File: config.mk
export PLATFORM = sky130hd
export DESIGN_NAME = window3x3_gen
export DESIGN_NICKNAME = d
export VERILOG_FILES = /design/src/rtl/conv_pkg.sv /design/src/rtl/linebuf_ram.sv /design/src/rtl/window3x3_gen.sv
export SDC_FILE = /design/constraint.sdc
export NUM_CORES = 1
export LEC_CHECK = 0
export ABC_AREA = 1
export ABC_CLOCK_PERIOD_IN_PS = 2300
export CAP_MARGIN = 20
export CORE_MARGIN = 5
export CORE_UTILIZATION = 47
export CTS_CLUSTER_DIAMETER = 100
export DETAILED_ROUTE_END_ITERATION = 6
export PLACE_DENSITY_LB_ADDON = 0.3
export SYNTH_ARGS = -nofsm -noshare
export SYNTH_HDL_FRONTEND = slang
export SYNTH_SLANG_ARGS = --single-unit
export TNS_END_PERCENT = 1
File: constraint.sdc
create_clock -name iclk -period 2.3 [get_ports iclk]
set_clock_uncertainty 0.1 [all_clocks]
set_input_delay 0.575 -clock iclk [delete_from_list [all_inputs] [get_ports iclk]]
set_output_delay 0.575 -clock iclk [all_outputs]
set_load 0.03 [all_outputs]
File: src/rtl/conv_pkg.sv
// Shared window geometry and pixel/window types for the 3x3 convolution front end.
package conv_pkg;
    localparam int WIN_K = 3;
    localparam int WIN_N = WIN_K * WIN_K;
    localparam int PIX_W = 8;

    typedef logic [PIX_W-1:0] pix_t;
    typedef pix_t [WIN_N-1:0] win_t;
endpackage

File: src/rtl/linebuf_ram.sv
// One line of pixel storage: single write port, asynchronous read at the same
// address, so a read in the write cycle returns the old (read-before-write) word.
module linebuf_ram #(
    parameter int pDATA_W = 8,
    parameter int pDEPTH  = 32,
    parameter int pADDR_W = (pDEPTH > 1) ? $clog2(pDEPTH) : 1
) (
    input  logic               clk,
    input  logic               we,
    input  logic [pADDR_W-1:0] addr,
    input  logic [pDATA_W-1:0] wdata,
    output logic [pDATA_W-1:0] rdata
);
    logic [pDATA_W-1:0] mem [pDEPTH];

    assign rdata = mem[addr];

    // Contents are deliberately not reset; rows 0/1 of each frame overwrite them.
    always_ff @(posedge clk) begin
        if (we) begin
            mem[addr] <= wdata;
        end
    end
endmodule

File: src/rtl/window3x3_gen.sv
// Raster pixel stream to 3x3 neighbourhood generator: two line buffers feed the
// right-hand column of a 3x3 shift window; only windows fully inside the image are flagged.
module window3x3_gen
    import conv_pkg::*;
#(
    parameter int pDATA_W = 8,
    parameter int pIMG_W  = 32,
    parameter int pIMG_H  = 32
) (
    input  logic                              iclk,
    input  logic                              irst_n,
    input  logic                              ivalid,
    input  logic                              isof,
    input  logic [pDATA_W-1:0]                idata,
    output logic [WIN_N-1:0][pDATA_W-1:0]     owin,
    output logic                              ovalid,
    output logic                              oframe_done
);
    localparam int CW = $clog2(pIMG_W);
    localparam int RW = $clog2(pIMG_H);
    localparam logic [CW-1:0] COL_LAST = CW'(pIMG_W - 1);
    localparam logic [RW-1:0] ROW_LAST = RW'(pIMG_H - 1);
    localparam logic [CW-1:0] COL_MIN  = CW'(WIN_K - 1);
    localparam logic [RW-1:0] ROW_MIN  = RW'(WIN_K - 1);

    logic [CW-1:0]      col;
    logic [RW-1:0]      row;
    logic [CW-1:0]      cur_col;
    logic [RW-1:0]      cur_row;
    logic [pDATA_W-1:0] lb0_q;
    logic [pDATA_W-1:0] lb1_q;

    // A start-of-frame pixel is position (0,0) whatever the counters say.
    assign cur_col = isof ? '0 : col;
    assign cur_row = isof ? '0 : row;

    linebuf_ram #(.pDATA_W(pDATA_W), .pDEPTH(pIMG_W), .pADDR_W(CW)) u_lb0 (
        .clk   (iclk),
        .we    (ivalid),
        .addr  (cur_col),
        .wdata (idata),
        .rdata (lb0_q)
    );

    linebuf_ram #(.pDATA_W(pDATA_W), .pDEPTH(pIMG_W), .pADDR_W(CW)) u_lb1 (
        .clk   (iclk),
        .we    (ivalid),
        .addr  (cur_col),
        .wdata (lb0_q),
        .rdata (lb1_q)
    );

    always_ff @(posedge iclk or negedge irst_n) begin
        if (!irst_n) begin
            col         <= '0;
            row         <= '0;
            owin        <= '0;
            ovalid      <= 1'b0;
            oframe_done <= 1'b0;
        end else begin
            ovalid      <= 1'b0;
            oframe_done <= 1'b0;
            if (ivalid) begin
                for (int r = 0; r < WIN_K; r++) begin
                    owin[r*WIN_K]     <= owin[r*WIN_K + 1];
                    owin[r*WIN_K + 1] <= owin[r*WIN_K + 2];
                end
                owin[2] <= lb1_q;
                owin[5] <= lb0_q;
                owin[8] <= idata;

                ovalid      <= (cur_row >= ROW_MIN) && (cur_col >= COL_MIN);
                oframe_done <= (cur_row == ROW_LAST) && (cur_col == COL_LAST);

                if (cur_col == COL_LAST) begin
                    col <= '0;
                    row <= (cur_row == ROW_LAST) ? '0 : cur_row + 1'b1;
                end else begin
                    col <= cur_col + 1'b1;
                    row <= cur_row;
                end
            end
        end
    end
endmodule

# == After elaboration in Yosys (flattened, before gate mapping) ==
# Memory sizes are Yosys's and may differ from the RTL's. A register that Yosys moved wholly into a read port is not among the register bits.
# Index checks and enable logic that the tools add are counted.
# W data, S select, Z words.
# op_classes
n_addsub,2
order_cmp,2
eq_ne,2
muxes,9
reduce_logical,3
# ops
operator,count
$mux W5,5
$add A5 B1 Y5 const B,2
$eq A5 B5 Y1 const B,2
$ge A5 B2 Y1 const B,2
$mux W1,4
$logic_and A1 B1 Y1,2
$logic_not A1 Y1,1
# word_totals
ff_bits,76
mem_bits_rw,512
wordCells,32
n_memories,2
# memory_table
name,words,width,read_ports,rd_clocked_by_memory_dff,write_ports,line,source
u_lb0.mem,32,8,1,0,1,linebuf_ram.sv:14,logic [pDATA_W-1:0] mem [pDEPTH];
u_lb1.mem,32,8,1,1,1,linebuf_ram.sv:14,

# == Longest topological paths before layout ==
# Gate-level depths: netlist (run 1).
# logic_depth
word_depth,4
mapped_depth,17
depth_no_buf,14

# == Hierarchy ==
# Synthesis (run 1) repeated with hierarchy kept, for this count alone.
# hier_totals
hier_cells,2483
hier_area_um2,25002.7
# modules_own_cells
mod,n_inst,cells_each,area_each_um2,seq_area_each_um2
linebuf_ram,2,1055,10827.9,7687.4
window3x3_gen,1,373,3347.0,2102.0

# == Worst setup path before layout (run 1) ==
# OpenSTA, ideal clock, no wires.
# synth_timing
path_kind,input -> register
from,input isof
to,memory u_lb0.mem[16][0] (enable)
setup_ns,0.388
arrival_ns,2.312
setup_slack_ns,-0.500
path_stages,9
path_cell_list,buf_6 inv_4 buf_8 nand2_8 buf_2 buf_2 ha_1 nand2_1 nor2_1
# synth_via
elab_chain_cells,1
# synth_lines
element,line,source
"start, declared",window3x3_gen.sv:13,"input logic isof,"
$mux W5,window3x3_gen.sv:34,assign cur_col = isof ? '0 : col;
"end, declared",linebuf_ram.sv:14,
# Every way passes these cells.

# == Worst setup path in the final report (run 1) ==
# layout_timing
from,register col[0]
to,memory u_lb1.mem[31][0] (enable)
# layout_via
elab_chain_cells,1
# layout_lines
element,line,source
"start, declared",window3x3_gen.sv:26,logic [CW-1:0] col;
"start signal, assigned",window3x3_gen.sv:79,col <= cur_col + 1'b1;
$mux W5,window3x3_gen.sv:34,
"end, declared",linebuf_ram.sv:14,
# Every way passes these cells.

==> results of run 1 <==
-- worst max-delay path, cell delays in order (launching register included) --
cell	delay, ps
dfrtp_1	400
buf_12	160
nand2_8	90
nor2_4	190
buf_12	150
buf_12	140
nand2_1	80
buf_4	200
nor2_2	180
buf_4	250
-- kinds of logic (layout without fill, tap and decap cells) --
group | count (synthesis) | in the layout | synth area share (%)
and+or+nand+nor | 1107 | 1107 | 18.7
buffers and inverters | 381 | 682 | 6.46
xor gates and xnor gates | 1 | 1 | 0.0357
adders and majority gates | 3 | 3 | 0.153
DFF | 596 | 596 | 71.2
AOI/OAI and AO/OA | 152 | 152 | 3.41
-- cells in the mapped netlist --
cell / instances
nor4_1: 1
nor2_1: 92
inv_1: 268
clkinv_1: 2
o41ai_1: 1
nand2_8: 1
nand3_2: 5
ha_1: 3
nand4_1: 14
buf_6: 4
a21oi_1: 66
nor2_4: 1
xor2_1: 1
buf_4: 12
buf_2: 52
nand3_1: 251
buf_8: 1
inv_2: 3
clkbuf_1: 35
edfxtp_1: 512
o22ai_1: 6
nor3_1: 2
o211ai_1: 25
nand2_2: 3
o21bai_1: 1
dfrtp_1: 84
nand2_4: 1
nor2_2: 4
nand2_1: 732
buf_1: 3
inv_4: 1
o21ai_1: 1
o21ai_0: 52
-- flip-flops by register name, indices dropped and copies added (netlist names) --
register     flops
col              5
oframe_done      1
row              5
u_lb1.mem      256
owin            72
ovalid           1
u_lb0.mem      256
-- stage by stage --
stage                     utilization, %  power (uW)  instance area, um^2  cells  TNS [ps]
after floorplan                        -       14700                24700   2240   -115210
after global placement              54.4       16400                28000   3088   -585870
after detailed placement            54.4       16500                28000   3088   -587060
after CTS                           58.3       25600                30000   3208      -567
after global routing                58.8       26400                30300   3221     -1150
final                               58.8       25600                30300   3221         0
-- layer usage --
layer	GRT usage [%]	part of all wire (%)	wire length, um	vias to the layer above
met2	38.4	48	31900	813
met5	0	0	0	-
met4	7.55	2.9	1900	0
met1	32.0	41	27300	8317
li1	-	-	-	7958
met3	3.39	8.3	5540	124
-- worst paths after layout --
path	start	to	slack [ps]
max in group asynchronous	irst_n	owin[16]	1210
worst max-delay path	col[0]	u_lb1.mem[31][0]	30
worst min-delay path	ivalid	owin[32]	250
worst max register to register	col[0]	u_lb1.mem[31][0]	30
min in group asynchronous	irst_n	owin[42]	300
worst min register to register	owin[28]	owin[28]	370
-- timing repair --
action                                  in CTS  in global routing
pin swaps                                    7                 12
cloned                                       3                  0
buffers inserted                             7                 13
hold buffers                                 1                  0
gates resized for setup                     95                 56
hold endpoints to repair                    21                  0
endpoints found under the setup margin     731                313
-- cell type report --
cell class | count | area (um^2) | share of cell area (%)
repair buffers | 299 | 3330 | 11.0
well taps | 680 | 851 | 2.81
clock buffers | 90 | 1710 | 5.63
inverters | 274 | 1040 | 3.42
flip-flops and latches | 596 | 17500 | 57.7
multi-input cells | 1263 | 5770 | 19.0
clock inverters | 19 | 140 | 0.462
-- power breakdown --
group / total [uW] / leakage (uW) / switching [uW] / internal, uW
Sequential: 12600 / 0.00566 / 198 / 12400
Combinational: 3800 / 0.00601 / 2510 / 1290
Clock: 9170 / 0.000905 / 3960 / 5210
==> flow_summary.yaml, run 1 <==
hold_path:
  holdCritPathClass: "in2reg"
  timing.hold.worst_path_depth: 3
pwr:
  p_per_area_mw_per_mm2: 843
  total_leakage_power_uw: 0.0126
  max-vdd-ir-drop_mv: 0.661
place:
  place_hpwl_mm: 41.6
  detailedPlace.worstSlack_ps: -1060
  port-buffer-count: 85
  weighted_congestion_at_the_end_of_routability_driven_global_placement: 0.903
clock_tree:
  clock_latency_ps: 620
  cts_inserted_buffers: 59
  root_buffer: "clkbuf_16"
  cts.clk_slew.worst_paths_ps: 60
  tritoncts: "built"
  cts.sinks: 596
  cts_max_level: 2
  clock_path_buffers: 3
finish:
  final_layout_size_suffix_gt1_share_pct: 15.5
  layout.cells.most_common: "nand2_1"
  mostFrequentLayoutCells: "713 x nand2_1, 512 x edfxtp_1, 264 x inv_1"
  diodes: 0
  synthToLayoutAreaGrowth_pct: 23.5
  fillCellCount: 4132
  num-nets-final: 2508
routing:
  dr.first_iter.drc_count: 1884
  route.detailed.vias_per_inst: 5.34
  count_of_unresolved_drc_violations_after_routing: 0
  route.detailed.wl_per_inst_um: 20.7
  route.vias.total: 17200
  wirelength_mm: 66.6
  first_pass_detailed_route_iteration_total: 6
  drt.antenna.violating_nets: 0
synth:
  post_synth_top_area_cell: "edfxtp_1"
  postSynthNetCount: 2255
  netlist-cell-type-count: 33
  syn-instance-count: 2240
  synthTopCellsByArea: "edfxtp_1 63%, nand2_1 11%, dfrtp_1 8.6%"
  synth-seq-area-share_pct: 71.2
  synth_top_cell_area_share_pct: 62.7
  synth.cell_area_mm2: 0.0245
  ys_ff_latch: 596
  syn-mean-instance-area_um2: 11.0
  ys.warnings.count: 0
sta:
  maxClockFrequency_ghz: 0.441
  timing.final.crit_period_ps: 2270
  fin_hold_ws_ps: 250
  fin_crit_sh_pct: 98.5
  unrepaired_setup_endpoints_after_global_routing: "true"
  max_slew.worst_pin.slew_ps: 629
  number_of_max_slew_violations_in_the_final_report: 0
  timing.slew.headroom_pct: 58.1
  finalSetupViolations: 0
  final_hold_viols: 0
  final.setup.worst_slack_ps: 33.8
global_routing:
  pin_count_of_the_biggest_net_entering_global_routing: 63
  grt_first_pass_wirelength_mm: 101
  grt.overflow.total: 0
  first_global_vias: 17000
  grt_antenna_before_repair: 0
  gr-usage-all-layers_pct: 23.2
critical_path:
  worst-setup-path-type: "reg2reg"
  critical_path_arrival_ps: 2470
  worst_setup_end_kind: "flip-flop"
  worst-path-max-fanout: 11
  rr_worst_depth: 9
  crit_required_ps: 2500
  setup.worst_path.start_class: "flip-flop"
floorplan:
  floorplan.io_pins: 86
  design.core.area_mm2: 0.0515
  dieHeight_um: 238
  die_area_mm2: 0.0569
  chipWidth_um: 238
  floorplan.initialDensity_pct: 47.6
  num_rows: 83
status:
  run_status: "complete, no violations"
flow_run:
  max-cap-violations: 0
Power figures use the tool's default switching activity.
==> run 2, diff against run 1 <==
TNS_END_PERCENT = 100   (was 1)
==> run 2 against run 1 <==
Compared with the run above: the flow now finishes with violations (setup timing); register-to-register slack got worse by 60 ps; critical path type unchanged; sequential power barely moved; non-clock buffer count rose by 3; largest cell class unchanged; highest routed layer unchanged; flip-flop and latch count did not move; utilization rose by 0.97 points; global-route usage rose by 0.73 points.
==> flow_summary.yaml, run 2 (synthesized netlist as in run 1, its figures left out) <==
routing:
  route.detailed.vias_per_inst: 5.44
  drt.antenna.violating_nets: 0
  route.detailed.wl_per_inst_um: 22.0
  first_pass_detailed_route_iteration_total: 5
  routed-wl-met3_mm: 7.19
  dr.first_iter.drc_count: 2052
  detailroute.wirelength.met2_mm: 33.0
  count_of_unresolved_drc_violations_after_routing: 0
  drt_met1_wl_mm: 28.2
  highest-signal-layer: "met4"
  route.vias.total: 17600
  wirelength_mm: 71.1
flow_run:
  max-cap-violations: 0
place:
  port-buffer-count: 85
  weighted_congestion_at_the_end_of_routability_driven_global_placement: 0.904
  place_hpwl_mm: 43.9
  detailedPlace.worstSlack_ps: -947
  dpl-instance-area_mm2: 0.0284
status:
  failing_checks: "setup timing"
  run_status: "finished, violations left"
hold_path:
  holdCritPathClass: "in2reg"
sta:
  finalSetupViolations: 39
  number_of_max_slew_violations_in_the_final_report: 0
  unrepaired_setup_endpoints_after_global_routing: "true"
  final_hold_viols: 0
  timing.final.crit_period_ps: 2330
  maxClockFrequency_ghz: 0.429
  max_slew.worst_pin.slew_ps: 427
  timing.slew.headroom_pct: 71.5
  final.setup.worst_slack_ps: -29.3
  fin_crit_sh_pct: 101
  fin_hold_ws_ps: 263
  sum_neg_setup_slack_ps: -434
finish:
  layout.cells.most_common: "nand2_1"
  num-nets-final: 2512
  fillCellCount: 4061
  final_layout_size_suffix_gt1_share_pct: 15.8
  finalInstanceArea_mm2: 0.0308
  largest_registers_in_the_final_layout: "u_lb0.mem x256, u_lb1.mem x256, owin x72"
  mostFrequentLayoutCells: "716 x nand2_1, 512 x edfxtp_1, 260 x inv_1"
  synthToLayoutAreaGrowth_pct: 25.6
  seqCellArea_mm2: 0.0175
  diodes: 0
  multi_input_comb_area_mm2: 0.00600
critical_path:
  crit_required_ps: 2560
  setup.worst_path.start_class: "flip-flop"
  critical_path_arrival_ps: 2590
  worst_setup_end_kind: "flip-flop"
  worst-path-max-fanout: 11
  worst-setup-path-type: "reg2reg"
clock_tree:
  clock_path_buffers: 3
  root_buffer: "clkbuf_16"
  clock_latency_ps: 620
  cts.clk_slew.worst_paths_ps: 70
  tritoncts: "built"
  cts_max_level: 2
  cts.sinks: 596
  cts_inserted_buffers: 59
floorplan:
  floorplan.initialDensity_pct: 47.6
  chipWidth_um: 238
  num_rows: 83
  design.core.area_mm2: 0.0515
  floorplan.io_pins: 86
  dieHeight_um: 238
  die_area_mm2: 0.0569
global_routing:
  first_global_vias: 16900
  grt.overflow.total: 0
  pin_count_of_the_biggest_net_entering_global_routing: 80
  grt_antenna_before_repair: 0
  grt_first_pass_wirelength_mm: 104
  gr-usage-all-layers_pct: 23.9
pwr:
  max-vdd-ir-drop_mv: 0.615
  power_uw: 26200
  p_per_area_mw_per_mm2: 851
  total_leakage_power_uw: 0.0127
[run 2: layer usage]
| metal | vias to the layer above | GRT usage [%] |
|---|---|---|
| met3 | 176 | 4.13 |
| met1 | 8410 | 33.7 |
| li1 | 7989 | - |
| met2 | 987 | 38.1 |
| met4 | 0 | 8.33 |
| met5 | - | 0 |
[run 2: final timing paths]
kind / start / endpoint / slack [ps] / cells past startpoint
setup / recovery: col[0] / u_lb1.mem[5][3] / -30 / 11
hold / removal: ivalid / col[1] / 260 / 3
setup reg to reg: col[0] / u_lb1.mem[5][3] / -30 / 11
hold reg to reg: owin[27] / owin[27] / 370 / 2
max in group asynchronous: irst_n / owin[20] / 1200 / 3
min in group asynchronous: irst_n / owin[35] / 340 / 2
[run 2: final cells by class]
class | instances | share of cell area, %
clock inverters | 38 | 1.12
well taps | 680 | 2.76
flip-flops and latches | 596 | 56.7
repair buffers | 302 | 11.6
clock buffers | 72 | 5.02
inverters | 274 | 3.35
multi-input cells | 1264 | 19.5
[run 2: metrics by stage]
stage               std cells  util [%]
floorplan                2240         -
global placement         3095      55.1
detailed placement       3095      55.1
CTS                      3207      58.8
global route             3226      59.8
finish                   3226      59.8
[run 2: timing repair]
action,in CTS,in global routing
setup endpoints to repair,444,277
pin swaps,1,11
setup buffers,1,6
hold buffers,1,0
endpoints found under the hold margin,31,0
resized for setup,90,65
cloned,0,13
[run 2: worst max-delay path: stages, from the launching register on]
cell and delay [ps]:
dfrtp_1 430, inv_2 80, nor2_4 210, buf_4 210
buf_8 180, nand2_1 60, nand3_1 80, nand3_1 90
nand3_1 150, nand4_1 140, buf_6 170, buf_2 160
[run 2: where the power goes]
| group | total [uW] | switching (uW) | leakage [uW] | internal [uW] |
|---|---|---|---|---|
| clock | 9520 | 4080 | 0.000924 | 5440 |
| sequential | 12600 | 182 | 0.00566 | 12400 |
| combinational | 4120 | 2730 | 0.00613 | 1400 |
